### config.mk
export PLATFORM = sky130hd
export DESIGN_NAME = ftsd_scan_sched
export DESIGN_NICKNAME = d
export VERILOG_FILES = /design/src/rtl/ftsd_scan_sched.sv
export SDC_FILE = /design/constraint.sdc
export NUM_CORES = 1
export LEC_CHECK = 0
export BUFFER_PORTS_ARGS = -buffer_cell sky130_fd_sc_hd__buf_2
export CAP_MARGIN = 20
export CORE_UTILIZATION = 55
export CTS_CLUSTER_DIAMETER = 50
export DETAILED_ROUTE_END_ITERATION = 6
export PLACE_DENSITY = 0.77
export RECOVER_POWER = 25
export SLEW_MARGIN = 30
export SYNTH_ARGS = -nofsm -noshare
export SYNTH_HDL_FRONTEND = slang
export SYNTH_SLANG_ARGS = --single-unit
### constraint.sdc
create_clock -name clk -period 9 [get_ports clk]
set_input_delay 0.45 -clock clk [delete_from_list [all_inputs] [get_ports clk]]
set_output_delay 0.45 -clock clk [all_outputs]
set_load 0.05 [all_outputs]
### src/rtl/ftsd_scan_sched.sv
// Four-digit seven-segment scan scheduler with inter-digit blanking,
// double-buffered display data and optional leading-zero suppression.
module ftsd_scan_sched #(
  parameter int unsigned BLANK_CYC = 2
) (
  input  logic        clk,
  input  logic        rst_n,
  input  logic        scan_tick,
  input  logic        wr_valid,
  output logic        wr_ready,
  input  logic [15:0] wr_data,
  input  logic [3:0]  wr_dp,
  input  logic        lz_en,
  output logic [3:0]  ftsd_ctl,
  output logic [7:0]  ftsd_seg,
  output logic        frame_done
);

  typedef enum logic [0:0] {StDrive, StBlank} state_e;

  localparam logic [3:0] BlankLoad = 4'(BLANK_CYC - 1);

  state_e      state_q, state_d;
  logic [3:0]  cnt_q, cnt_d;
  logic [1:0]  idx_q, idx_d;
  logic [15:0] act_data_q, act_data_d, pend_data_q;
  logic [3:0]  act_dp_q, act_dp_d, pend_dp_q;
  logic        pend_valid_q, pend_valid_d;
  logic        commit, xfer;
  logic [3:0]  ctl_q, ctl_d;
  logic [7:0]  seg_q, seg_d;
  logic        frame_done_q;
  logic [15:0] shifted;
  logic        lz_blank;

  function automatic logic [7:0] hex_seg(input logic [3:0] n);
    logic [7:0] s;
    case (n)
      4'h0: s = 8'h03;
      4'h1: s = 8'h9F;
      4'h2: s = 8'h25;
      4'h3: s = 8'h0D;
      4'h4: s = 8'h99;
      4'h5: s = 8'h49;
      4'h6: s = 8'h41;
      4'h7: s = 8'h1F;
      4'h8: s = 8'h01;
      4'h9: s = 8'h09;
      4'hA: s = 8'h11;
      4'hB: s = 8'hC1;
      4'hC: s = 8'h63;
      4'hD: s = 8'h85;
      4'hE: s = 8'h61;
      default: s = 8'h71;
    endcase
    return s;
  endfunction

  assign xfer     = wr_valid & ~pend_valid_q;
  assign wr_ready = ~pend_valid_q;

  always_comb begin
    state_d = state_q;
    cnt_d   = cnt_q;
    idx_d   = idx_q;
    commit  = 1'b0;
    unique case (state_q)
      StDrive: begin
        if (scan_tick) begin
          state_d = StBlank;
          cnt_d   = BlankLoad;
        end
      end
      StBlank: begin
        if (cnt_q == 4'd0) begin
          state_d = StDrive;
          idx_d   = idx_q + 2'd1;
          commit  = (idx_q == 2'd3);
        end else begin
          cnt_d = cnt_q - 4'd1;
        end
      end
      default: state_d = StBlank;
    endcase
  end

  // A commit cannot coincide with a transfer: a pending value holds wr_ready low.
  always_comb begin
    act_data_d   = act_data_q;
    act_dp_d     = act_dp_q;
    pend_valid_d = pend_valid_q;
    if (commit && pend_valid_q) begin
      act_data_d   = pend_data_q;
      act_dp_d     = pend_dp_q;
      pend_valid_d = 1'b0;
    end else if (xfer) begin
      pend_valid_d = 1'b1;
    end
  end

  // Outputs are computed from next-state values so they register on the same edge.
  always_comb begin
    shifted  = act_data_d >> {idx_d, 2'b00};
    lz_blank = lz_en && (idx_d != 2'd0) && (shifted == 16'h0000);
    ctl_d    = 4'hF;
    seg_d    = 8'hFF;
    if (state_d == StDrive) begin
      ctl_d = ~(4'b0001 << idx_d);
      seg_d = lz_blank ? 8'hFF : hex_seg(shifted[3:0]);
      if (act_dp_d[idx_d]) seg_d[0] = 1'b0;
    end
  end

  always_ff @(posedge clk or negedge rst_n) begin
    if (!rst_n) begin
      state_q      <= StBlank;
      cnt_q        <= BlankLoad;
      idx_q        <= 2'd3;
      act_data_q   <= 16'h0000;
      act_dp_q     <= 4'h0;
      pend_data_q  <= 16'h0000;
      pend_dp_q    <= 4'h0;
      pend_valid_q <= 1'b0;
      ctl_q        <= 4'hF;
      seg_q        <= 8'hFF;
      frame_done_q <= 1'b0;
    end else begin
      state_q      <= state_d;
      cnt_q        <= cnt_d;
      idx_q        <= idx_d;
      act_data_q   <= act_data_d;
      act_dp_q     <= act_dp_d;
      pend_valid_q <= pend_valid_d;
      ctl_q        <= ctl_d;
      seg_q        <= seg_d;
      frame_done_q <= commit;
      if (xfer) begin
        pend_data_q <= wr_data;
        pend_dp_q   <= wr_dp;
      end
    end
  end

  assign ftsd_ctl   = ctl_q;
  assign ftsd_seg   = seg_q;
  assign frame_done = frame_done_q;

endmodule

==> summary by stage, run 1 <==
Clocking
TritonCTS built the clock tree. The sink count of the clock tree is 61. The number of buffers inserted for hold repair after clock tree synthesis is 0.

The H-tree generated during clock tree synthesis spans 3 levels. The TritonCTS buffer count is 9. The clock root buffer is sky130_fd_sc_hd__clkbuf_8. The longest clock path from root to sink contains 2 buffers. The count of buffers added by post-CTS timing repair for setup is 0. Post-CTS repair changed the size of 0 cells.

Clock-pin slew was measured on the worst setup and hold paths at 0.07 ns. The clock latency on the worst-skew pair is 0.35 ns.

Setup path
Data arrives at the worst endpoint at 3.94 ns. In this run the worst path has a maximum fanout of 24. The startpoint type of the worst setup path is a flip-flop.

By startpoint and endpoint, the worst setup path is classified as flip-flop to flip-flop. For the worst setup path, the data required time is 9.26 ns. The worst setup path is captured at a flip-flop.

STA
Setup violations remaining at the end of the flow were counted as 0. The normalized max-slew margin is -105%. Setup repair after global routing left no endpoint under its margin. After routing, the total negative slack on setup checks comes to 0 ns. For the finished layout, the period the worst path requires is 3.68 ns. The fraction of the cycle the final worst path needs is 40.9%. The worst hold slack is 0.327 ns. The worst-case clock skew is 0.00930 ns.

The final hold violation count is 0. The number of max-slew violations in the final report is 62. Timing would allow up to 0.272 GHz. At the pin with the least slew margin, the transition time is 3.07 ns.

Logic synthesis
The mapped netlist covers 3280 um2. The number of storage elements in the synthesis netlist is 61. The share of synthesized area in the top cell type comes to 34.3%.

The number of nets in the synthesized netlist is 329. The share of the yosys chip area belonging to registers is 47.1%. The commonest cells after synthesis are sky130_fd_sc_hd__nand2_1 (51), sky130_fd_sc_hd__dfrtp_1 (45), sky130_fd_sc_hd__mux2_2 (23), sky130_fd_sc_hd__dfstp_2 (16). Among all cell types in the netlist, the one instantiated most often is sky130_fd_sc_hd__nand2_1. The prevailing post-synth register cell is sky130_fd_sc_hd__dfrtp_1. For this run, the number of Yosys warnings is 0. The average instance in the mapped netlist occupies 11.2 um2. After synthesis, the netlist uses 60 different library cells. Counting flops with a built-in enable in the synthesized netlist gives 0. The synthesized design spends more area on one cell type than any other, namely sky130_fd_sc_hd__dfrtp_1. Of all flip-flops after synthesis, the portion carrying an async set or reset was 100%. In the post-synthesis netlist, the biggest area contributors are sky130_fd_sc_hd__dfrtp_1 (34%), sky130_fd_sc_hd__dfstp_2 (13%), sky130_fd_sc_hd__mux2_2 (7.9%), sky130_fd_sc_hd__nand2_1 (5.8%), sky130_fd_sc_hd__ha_1 (3.8%).

Synthesis produced a netlist whose cell count is 294.

Final layout
The number of fill cells in the layout is 458. The layout cell share with drive strength beyond 1 is 34.1%. The number of antenna diodes in the final layout is 0. At the end of the flow, the number of nets in the layout was 367. Across the whole layout, storage elements account for 1550 um2. The multi-input combinational cells in the finished layout cover a total of 1580 um2. The area growth from synthesis to layout is 11.7%.

Die
The initial cell density of the core is 58.2%. The standard cell core area is 5640 um2. Pin placement for this block handled 39 I/O pins. The die covers 6280 um2. From left edge to right edge, the die measures 79.3 um. The count of standard-cell rows is 27. In this run the vertical extent of the chip is 79.3 um.

Global route
The largest net degree at the start of global routing is 62. The initial antenna violation count is 0. The number of global-route vias before repair is 2419. The total overflow left after global routing is 0.

The first global-routing pass estimated 11.5 mm of wire. The total global routing track utilization is 24.3%.

Pwr
The power per cell area is 424 nW/um2. In this run the static leakage power is 1.69 nW. Across the VDD grid, the largest voltage drop is 0.205 mV.

Detailed routing
The number of search-and-repair iterations in the first detailed-routing pass is 4. After detailed routing, the total wire length is 6.55 mm. The final antenna-violating net count is 0.

The routed wirelength normalized by instance count is 16.0 um. The post-detailed-route DRC marker count is 0. The post-detailed-route via-to-cell ratio is 5.86. The detailed-route via count is 2395.

For this block, the initial DRC count from the detailed router was 172.

Run status
The checks that failed: capacitance limit, slew limit. The run finished, with violations left.

Placement
The count of buffers inserted at the top-level ports is 38. The estimated wirelength of the detail-placed design is 4.67 mm. The final weighted congestion in routability-driven placement is 0.870.

Hold path
The worst hold-check path type is input port to flip-flop.

Run
The max capacitance violation total is 1.
-- state kept, by name, summed over array words and instances, names as in the netlist --
name and cells:
act_data_q 16, act_dp_q 4, cnt_q 4, frame_done 1, ftsd_ctl 4, ftsd_seg 8
idx_q 2, pend_data_q 16, pend_dp_q 4, pend_valid_q 1, state_q 1
-- cells by family (layout without fill, tap and decap cells) --
| family | count (synthesis) | count (layout) | share of synthesized area [%] |
|---|---|---|---|
| and+or+nand+nor | 100 | 100 | 15.1 |
| DFF | 61 | 61 | 47.1 |
| AOI/OAI and AO/OA | 55 | 55 | 15.6 |
| muxes | 38 | 38 | 13.0 |
| buffers and inverters | 28 | 71 | 4.84 |
| adders and majority gates | 10 | 10 | 3.81 |
| xor gates and xnor gates | 2 | 2 | 0.534 |
-- worst paths after layout --
check | startpoint | end | slack [ns] | cells past startpoint
hold / removal | wr_data[3] | pend_data_q[3] | 0.33 | 2
setup reg to reg | idx_q[0] | ftsd_seg[4] | 5.32 | 10
hold reg to reg | act_data_q[5] | act_data_q[5] | 0.49 | 1
min in group asynchronous | rst_n | cnt_q[3] | 1.20 | 2
max in group asynchronous | rst_n | act_data_q[6] | 6.06 | 2
setup / recovery | idx_q[0] | ftsd_seg[4] | 5.32 | 10
-- cells in the final DEF, fill, tap and decap left out, types with 4 or more instances in the layout --
cell type / instances
sky130_fd_sc_hd__dfrtp_1: 45
sky130_fd_sc_hd__mux2i_1: 12
sky130_fd_sc_hd__buf_2: 38
sky130_fd_sc_hd__nand2b_1: 6
sky130_fd_sc_hd__nand3_1: 6
sky130_fd_sc_hd__nand2_1: 51
sky130_fd_sc_hd__o21ai_0: 8
sky130_fd_sc_hd__and2_1: 4
sky130_fd_sc_hd__o211ai_1: 5
sky130_fd_sc_hd__inv_1: 12
sky130_fd_sc_hd__o221ai_1: 6
sky130_fd_sc_hd__a21o_1: 4
sky130_fd_sc_hd__nor2_1: 10
sky130_fd_sc_hd__ha_1: 10
sky130_fd_sc_hd__nor3_1: 5
sky130_fd_sc_hd__clkbuf_8: 10
sky130_fd_sc_hd__dfstp_2: 16
sky130_fd_sc_hd__mux2_2: 23
-- routing by layer --
layer	global-route usage, %	up-vias	routed length, um
met3	5.52	15	281
met5	0	-	0
met2	37.8	59	3120
met1	32.1	1190	3010
li1	-	1131	-
met4	11.3	0	135
-- per-stage QoR --
| stage | area (um2) | cells | worst slack [ns] | power (mW) | util (%) |
|---|---|---|---|---|---|
| finish | 3670 | 409 | 5.32 | 1.56 | 65.0 |
| global route | 3670 | 409 | 4.95 | 1.67 | 65.0 |
| CTS | 3670 | 409 | 5.35 | 1.56 | 65.1 |
| detailed placement | 3480 | 393 | 5.37 | 1.31 | 61.7 |
| global placement | 3480 | 393 | 5.47 | 1.28 | 61.7 |
| floorplan | 3280 | 294 | 6.03 | 1.16 | - |
-- cell type report --
| type | instances | share of cell area (%) |
|---|---|---|
| clock inverters | 4 | 1.30 |
| repair buffers | 41 | 5.70 |
| well taps | 72 | 2.46 |
| clock buffers | 12 | 3.96 |
| multi-input cells | 205 | 43.0 |
| flip-flops and latches | 61 | 42.2 |
| inverters | 14 | 1.43 |
-- power breakdown --
| group | internal, mW | switching, mW |
|---|---|---|
| Combinational | 0.333 | 0.493 |
| Clock | 0.135 | 0.108 |
| Sequential | 0.395 | 0.0918 |
| Total | 0.862 | 0.693 |
-- critical path, stage by stage (launching register included) --
cell	delay [ns]
sky130_fd_sc_hd__dfstp_2	0.74
sky130_fd_sc_hd__ha_1	0.37
sky130_fd_sc_hd__and2_1	0.31
sky130_fd_sc_hd__nand2_2	0.34
sky130_fd_sc_hd__a2111oi_0	0.53
sky130_fd_sc_hd__a221o_1	0.34
sky130_fd_sc_hd__inv_2	0.11
sky130_fd_sc_hd__ha_1	0.26
sky130_fd_sc_hd__or3_1	0.38
sky130_fd_sc_hd__a21oi_1	0.12
sky130_fd_sc_hd__o21ai_0	0.09
(Power assumes the default switching activity.)
==> run 2, diff against run 1 <==
- clock period: 9 -> 3.75 ns (I/O delays scaled with it)
==> run 2 against run 1 <==
The flow still finishes with violations (capacitance limit, slew limit). Combinational power up 150%. Clock power rose to 2.6 times the previous value. Power up 150%. Global-route usage up 0.14 points. Sequential power up 130%. Utilization up 0.80 points. Critical path type unchanged.
==> summary by stage, run 2 (synthesis results as in run 1) <==
Detailed routing
The post-detailed-route via-to-cell ratio was 5.89 (+0.64%). The final antenna-violating net count is 0 (unchanged). The number of DRC markers after the initial detailed-route iteration came to 159 (-7.6%).

The detailed-route via count came to 2428 (+1.4%). The post-detailed-route DRC marker count is 0 (unchanged). The wire length after detailed routing is 6.88 mm (+5.1%). The number of search-and-repair iterations in the first detailed-routing pass is 4 (unchanged). The routed wirelength normalized by instance count is 16.7 um (+4.4%).

STA
The time the worst path needs with I/O delays and setup is 3.52 ns (-0.163 ns). The number of max-slew violations in the final report is 62 (unchanged). The final setup TNS is 0 ns (unchanged). The final hold violation count is 0 (unchanged). Setup repair after global routing left no endpoint under its margin. The worst-case clock skew is 0.0102 ns (+0.000923 ns). The worst hold slack is 0.0618 ns (-0.265 ns).

The highest achievable clock rate came to 0.284 GHz (+4.6%). The number of failing setup endpoints in the final timing report came to 0 (unchanged). The post-route worst setup slack is 0.232 ns (-5.09 ns). The normalized max-slew margin is -107% (-2.6 points). The fraction of the cycle the final worst path needs is 93.8% (+53 points).

The worst-margin pin slew is 3.11 ns (+0.0384 ns).

Setup path
The startpoint type of the worst setup path is a flip-flop. The highest-delay cell along the critical path is sky130_fd_sc_hd__dfstp_2. The signal arrival time at the worst endpoint is 3.77 ns (-0.17 ns). The maximum fanout along the worst path came to 17 (-29%). The startpoint of the lowest-slack register-to-register path is cnt_q[0]. The path type of the worst setup path is flip-flop to flip-flop. The required time of the critical path is 4.00 ns (-5.26 ns). The delay of the slowest cell on the worst path is 0.55 ns (-0.19 ns). The setup slack of the most critical reg-to-reg path is 0.23 ns (-5.09 ns). The signal on the critical path passes through inv_1 > ha_1 > nand4bb_4 > mux2i_4 > inv_2 > a2111oi_0 > a221o_1 > inv_2 > ha_1 > or3_1 > a21oi_1 > o21ai_0.

The number of buffers and inverters on the critical path is 3 (+2). The cell type group with the largest total delay on the critical path is compound AO/OA/AOI/OAI gates. The critical path endpoint category is a flip-flop.

The reg-to-reg endpoint is ftsd_seg[4]. The depth of the worst register-to-register path is 12 (+2).

Clocking
The number of buffers inserted for hold repair after clock tree synthesis came to 0 (unchanged). CTS placed an instance of sky130_fd_sc_hd__clkbuf_8 at the clock tree root. The post-CTS clock slew at the launch and capture registers of the worst setup and hold paths is 0.07 ns (about the same).

The clock latency on the worst-skew pair is 0.35 ns (about the same). The maximum buffer depth of the clock tree is 2 (unchanged). The level count of the clock H-tree is 3 (unchanged). TritonCTS built the clock tree. The TritonCTS buffer count is 9 (unchanged).

The sink count of the clock tree is 61 (unchanged).

Final layout
The number of fill cells in the layout came to 427 (-6.8%). In the layout the commonest cells are sky130_fd_sc_hd__nand2_1 (51), sky130_fd_sc_hd__dfrtp_1 (45), sky130_fd_sc_hd__buf_2 (38), sky130_fd_sc_hd__mux2_2 (23), sky130_fd_sc_hd__dfstp_2 (16). The number of cells in the finished layout apart from fillers is 412 (+0.73%). The total non-filler cell area in the finished layout is 3710 um2 (+1.2%).

The number of antenna diodes is 0 (unchanged). The end-of-flow core utilization came to 65.8% (+0.80 points). The area occupied by multi-input gates is 1590 um2 (+0.48%). The layout net count came to 370 (+0.82%). The library cell used most frequently in the layout, excluding fill and tap cells, is sky130_fd_sc_hd__nand2_1. The area growth from synthesis to layout is 13.1%.

The layout cell share with drive strength beyond 1 came to 35.0% (+0.88 points). The area occupied by registers is 1550 um2 (unchanged).

Die
The horizontal extent of the die is 79.3 um (unchanged). The standard cell core area came to 5640 um2 (unchanged). The I/O pin count is 39 (unchanged). The full die area is 6280 um2 (unchanged). The chip height is 79.3 um (unchanged).

The initial cell density of the core is 58.2% (unchanged). The count of standard-cell rows is 27 (unchanged).

Hold path
The startpoint identified for the worst hold timing path is scan_tick. The tightest min-delay check is of the input port to flip-flop type. The endpoint of the worst hold-timing path is cnt_q[3].

The hold-critical path depth is 2 (unchanged).

Global route
The final global-route overflow total came to 0 (unchanged). The initial antenna violation count is 0 (unchanged). The global-route wire length before repair is 11.7 mm (+1.1%). The total global routing track utilization is 24.4% (+0.14 points). The largest net degree at the start of global routing is 62 (unchanged). The number of global-route vias before repair is 2380 (-1.6%).

Pwr
The worst-case vdd ir drop is 0.509 mV (+150%). The total power draw is 3.83 mW (+150%). The power per cell area is 1030 nW/um2 (+140%). The leakage power summed over all cells is 1.71 nW (+1.2%).

Placement
The post-placement worst setup slack is 0.199 ns (-5.17 ns). The estimated wirelength of the detail-placed design came to 4.91 mm (+5.2%). The count of buffers inserted at the top-level ports came to 38 (unchanged).

The area after detailed placement is 3500 um2 (+0.65%). The final weighted congestion in routability-driven placement is 0.918 (+5.5%). The cell total after placement is 396 (+0.76%).

Run status
The final reports fail on capacitance limit, slew limit. The flow ran to the end, but the final reports show violations.

Run
The max capacitance violation total is 1 (unchanged).
==> run 2: worst max-delay path by stage <==
stage	startpoint	endpoint	cells after the start
CTS	cnt_q[0]	ftsd_seg[4]	12
global placement	cnt_q[0]	ftsd_seg[4]	12
floorplan	cnt_q[0]	ftsd_seg[4]	13
finish	cnt_q[0]	ftsd_seg[4]	12
global route	cnt_q[0]	ftsd_seg[4]	12
detailed placement	cnt_q[0]	ftsd_seg[4]	12
==> run 2: final cells by class <==
| class | instances | share of cell area (%) |
|---|---|---|
| multi-input combinational | 205 | 42.7 |
| sequential | 61 | 41.6 |
| timing repair buffer | 44 | 6.23 |
| clock buffer | 12 | 3.64 |
| tap | 72 | 2.43 |
| clock inverter | 4 | 1.95 |
| inverter | 14 | 1.42 |
==> run 2: power breakdown <==
group / switching [mW] / leakage [nW] / internal (mW)
clock network: 0.254 / 0.101 / 0.374
logic: 1.24 / 0.870 / 0.821
registers: 0.194 / 0.739 / 0.946
==> run 2: routing by layer <==
layer | vias up | wire (um) | track usage (%)
met3 | 17 | 386 | 3.91
met1 | 1191 | 3100 | 32.8
met5 | - | 0 | 0
met4 | 0 | 123 | 10.9
li1 | 1143 | - | -
met2 | 77 | 3270 | 39.1
==> run 2: what timing repair did <==
| action | 4_1_cts | 5_1_grt |
|---|---|---|
| buffers inserted | 0 | 0 |
| resized for setup | 0 | 2 |
| setup endpoints to repair | 0 | 7 |
==> run 3, diff against run 2 <==
- CTS_BUF_LIST: not set -> sky130_fd_sc_hd__clkbuf_8
==> run 3 against run 2 <==
Via count about the same. Count of clock-buffer cells in the layout shrank 3. Hold slack hardly changed. Final area stayed put. Register-to-register slack is essentially flat. Routed wire length hardly changed. Critical path depth unchanged. The flow still finishes with violations (capacitance limit, slew limit). Non-clock buffer count unchanged.
==> summary by stage, run 3 (synthesis results as in run 1) <==
STA
The worst hold slack came to 0.0617 ns (-0.0000419 ns). The post-route worst setup slack is 0.234 ns (+0.00296 ns). The final setup TNS was 0 ns (unchanged). The final hold violation count is 0 (unchanged). The normalized max-slew margin is -107% (about the same). The time the worst path needs with I/O delays and setup is 3.52 ns (-0.00296 ns). The highest achievable clock rate was 0.284 GHz (about the same).

The number of failing setup endpoints in the final timing report came to 0 (unchanged). The worst-case clock skew is 0.00895 ns (-0.00127 ns). The worst-margin pin slew is 3.11 ns (-0.00130 ns). The fraction of the cycle the final worst path needs came to 93.7% (about the same). The number of max-slew violations in the final report is 62 (unchanged).

Setup repair after global routing left no endpoint under its margin.

Die
The horizontal extent of the die was 79.3 um (unchanged). The chip height is 79.3 um (unchanged). The standard cell core area is 5640 um2 (unchanged). The full die area is 6280 um2 (unchanged). The count of standard-cell rows was 27 (unchanged). The initial cell density of the core is 58.2% (unchanged).

The I/O pin count is 39 (unchanged).

Setup path
The signal arrival time at the worst endpoint came to 3.77 ns (about the same). The startpoint type of the worst setup path is a flip-flop. The highest-delay cell along the critical path is sky130_fd_sc_hd__dfstp_2. The delay of the slowest cell on the worst path came to 0.55 ns (about the same). The number of buffers and inverters on the critical path came to 3 (unchanged).

The required time of the critical path is 4.00 ns (about the same). Walking the worst path, the cells encountered are inv_1 > ha_1 > nand4bb_4 > mux2i_4 > inv_2 > a2111oi_0 > a221o_1 > inv_2 > ha_1 > or3_1 > a21oi_1 > o21ai_0. Among cell families on the critical path, the largest total delay comes from compound AO/OA/AOI/OAI gates. The maximum fanout along the worst path is 17 (unchanged). The path type of the worst setup path is flip-flop to flip-flop. The critical path endpoint category is a flip-flop.

Hold path
The tightest min-delay check is of the input port to flip-flop type.

Detailed routing
The post-detailed-route DRC marker count came to 0 (unchanged). The detailed-route via count is 2430 (+0.082%). The number of DRC markers after the initial detailed-route iteration is 159 (unchanged). The post-detailed-route via-to-cell ratio is 5.90 (about the same).

The number of search-and-repair iterations in the first detailed-routing pass was 4 (unchanged). The routed wirelength normalized by instance count is 16.7 um (about the same). The wire length after detailed routing came to 6.88 mm (about the same). The final antenna-violating net count came to 0 (unchanged).

Final layout
The layout cell share with drive strength beyond 1 is 35.0% (unchanged). The area occupied by registers is 1550 um2 (unchanged). The most common cell after layout, fill and taps aside is sky130_fd_sc_hd__nand2_1.

The number of fill cells in the layout is 427 (unchanged). The area occupied by multi-input gates was 1590 um2 (unchanged). The number of antenna diodes is 0 (unchanged). The end-of-flow core utilization is 65.8% (unchanged). The library cells used most frequently in the layout, excluding fill and tap cells, are sky130_fd_sc_hd__nand2_1 (51), sky130_fd_sc_hd__dfrtp_1 (45), sky130_fd_sc_hd__buf_2 (38), sky130_fd_sc_hd__mux2_2 (23), sky130_fd_sc_hd__dfstp_2 (16). The layout net count is 370 (unchanged).

The number of cells in the finished layout apart from fillers is 412 (unchanged). The total non-filler cell area in the finished layout is 3710 um2 (unchanged). The area growth from synthesis to layout was 13.1% (unchanged).

Placement
The count of buffers inserted at the top-level ports is 38 (unchanged). The estimated wirelength of the detail-placed design is 4.91 mm (unchanged). The post-placement worst setup slack is 0.199 ns (unchanged). The final weighted congestion in routability-driven placement was 0.918 (unchanged).

The cell total after placement is 396 (unchanged). The area after detailed placement came to 3500 um2 (unchanged).

Global route
The largest net degree at the start of global routing was 62 (unchanged). The number of global-route vias before repair is 2380 (unchanged). The initial antenna violation count is 0 (unchanged). The global-route wire length before repair was 11.7 mm (unchanged). The final global-route overflow total is 0 (unchanged). The total global routing track utilization is 24.4% (unchanged).

Clocking
The post-CTS clock slew at the launch and capture registers of the worst setup and hold paths was 0.07 ns (about the same). The clock latency on the worst-skew pair came to 0.34 ns (about the same). The maximum buffer depth of the clock tree came to 2 (unchanged).

The TritonCTS buffer count is 9 (unchanged). The sink count of the clock tree came to 61 (unchanged). The clock tree from TritonCTS is done. The level count of the clock H-tree came to 3 (unchanged).

The clock root buffer is sky130_fd_sc_hd__clkbuf_8.

Run status
The run finished, with violations left. The checks that failed: capacitance limit, slew limit.

Pwr
The worst-case vdd ir drop came to 0.509 mV (about the same). The leakage power summed over all cells is 1.72 nW (+0.73%). The power per cell area is 1030 nW/um2 (-0.22%). The total power draw was 3.82 mW (-0.22%).

Run
The max capacitance violation total is 1 (unchanged).
-- run 3: layout make-up --
cell class	instances	share of cell area, %
clock buffer	9	3.34
clock inverter	7	2.26
inverter	14	1.42
multi-input combinational	205	42.7
sequential	61	41.6
tap	72	2.43
timing repair buffer	44	6.23
-- run 3: worst reg2reg max path, delay by kind of cell, from the launching register on --
family | cells | cell delay (ns)
compound gates | 4 | 0.89
simple gates | 2 | 0.64
flops | 1 | 0.55
fa+ha+maj | 2 | 0.51
mux | 1 | 0.44
buf+inv | 3 | 0.39
-- run 3: routing by layer --
metal  global-route usage (%)  wire, um  vias up
met3                     3.91       386       17
li1                         -         -     1146
met1                     32.8      3090     1190
met5                        0         0        -
met4                     10.9       123        0
met2                     39.1      3280       77
-- run 3: timing repair --
action / in CTS / in global routing
setup endpoints to repair: 0 / 7
hold buffers: 0 / 0
setup buffers: 0 / 0
gates resized for setup: 0 / 2
hold endpoints to repair: 0 / 0
-- run 3: where the power goes --
group	switching, mW	internal, mW
logic	1.24	0.821
clock network	0.253	0.366
registers	0.194	0.946
-- run 3: final timing paths --
path                            slack [ns]           from       endpoint  cells after the start
worst max-delay path                  0.23       cnt_q[0]    ftsd_seg[4]                     12
worst min-delay path                  0.06      scan_tick       cnt_q[3]                      2
worst max register to register        0.23       cnt_q[0]    ftsd_seg[4]                     12
worst min register to register        0.49  act_data_q[5]  act_data_q[5]                      1
max in group asynchronous             1.03          rst_n  act_data_q[8]                      2
min in group asynchronous             0.96          rst_n       cnt_q[2]                      2
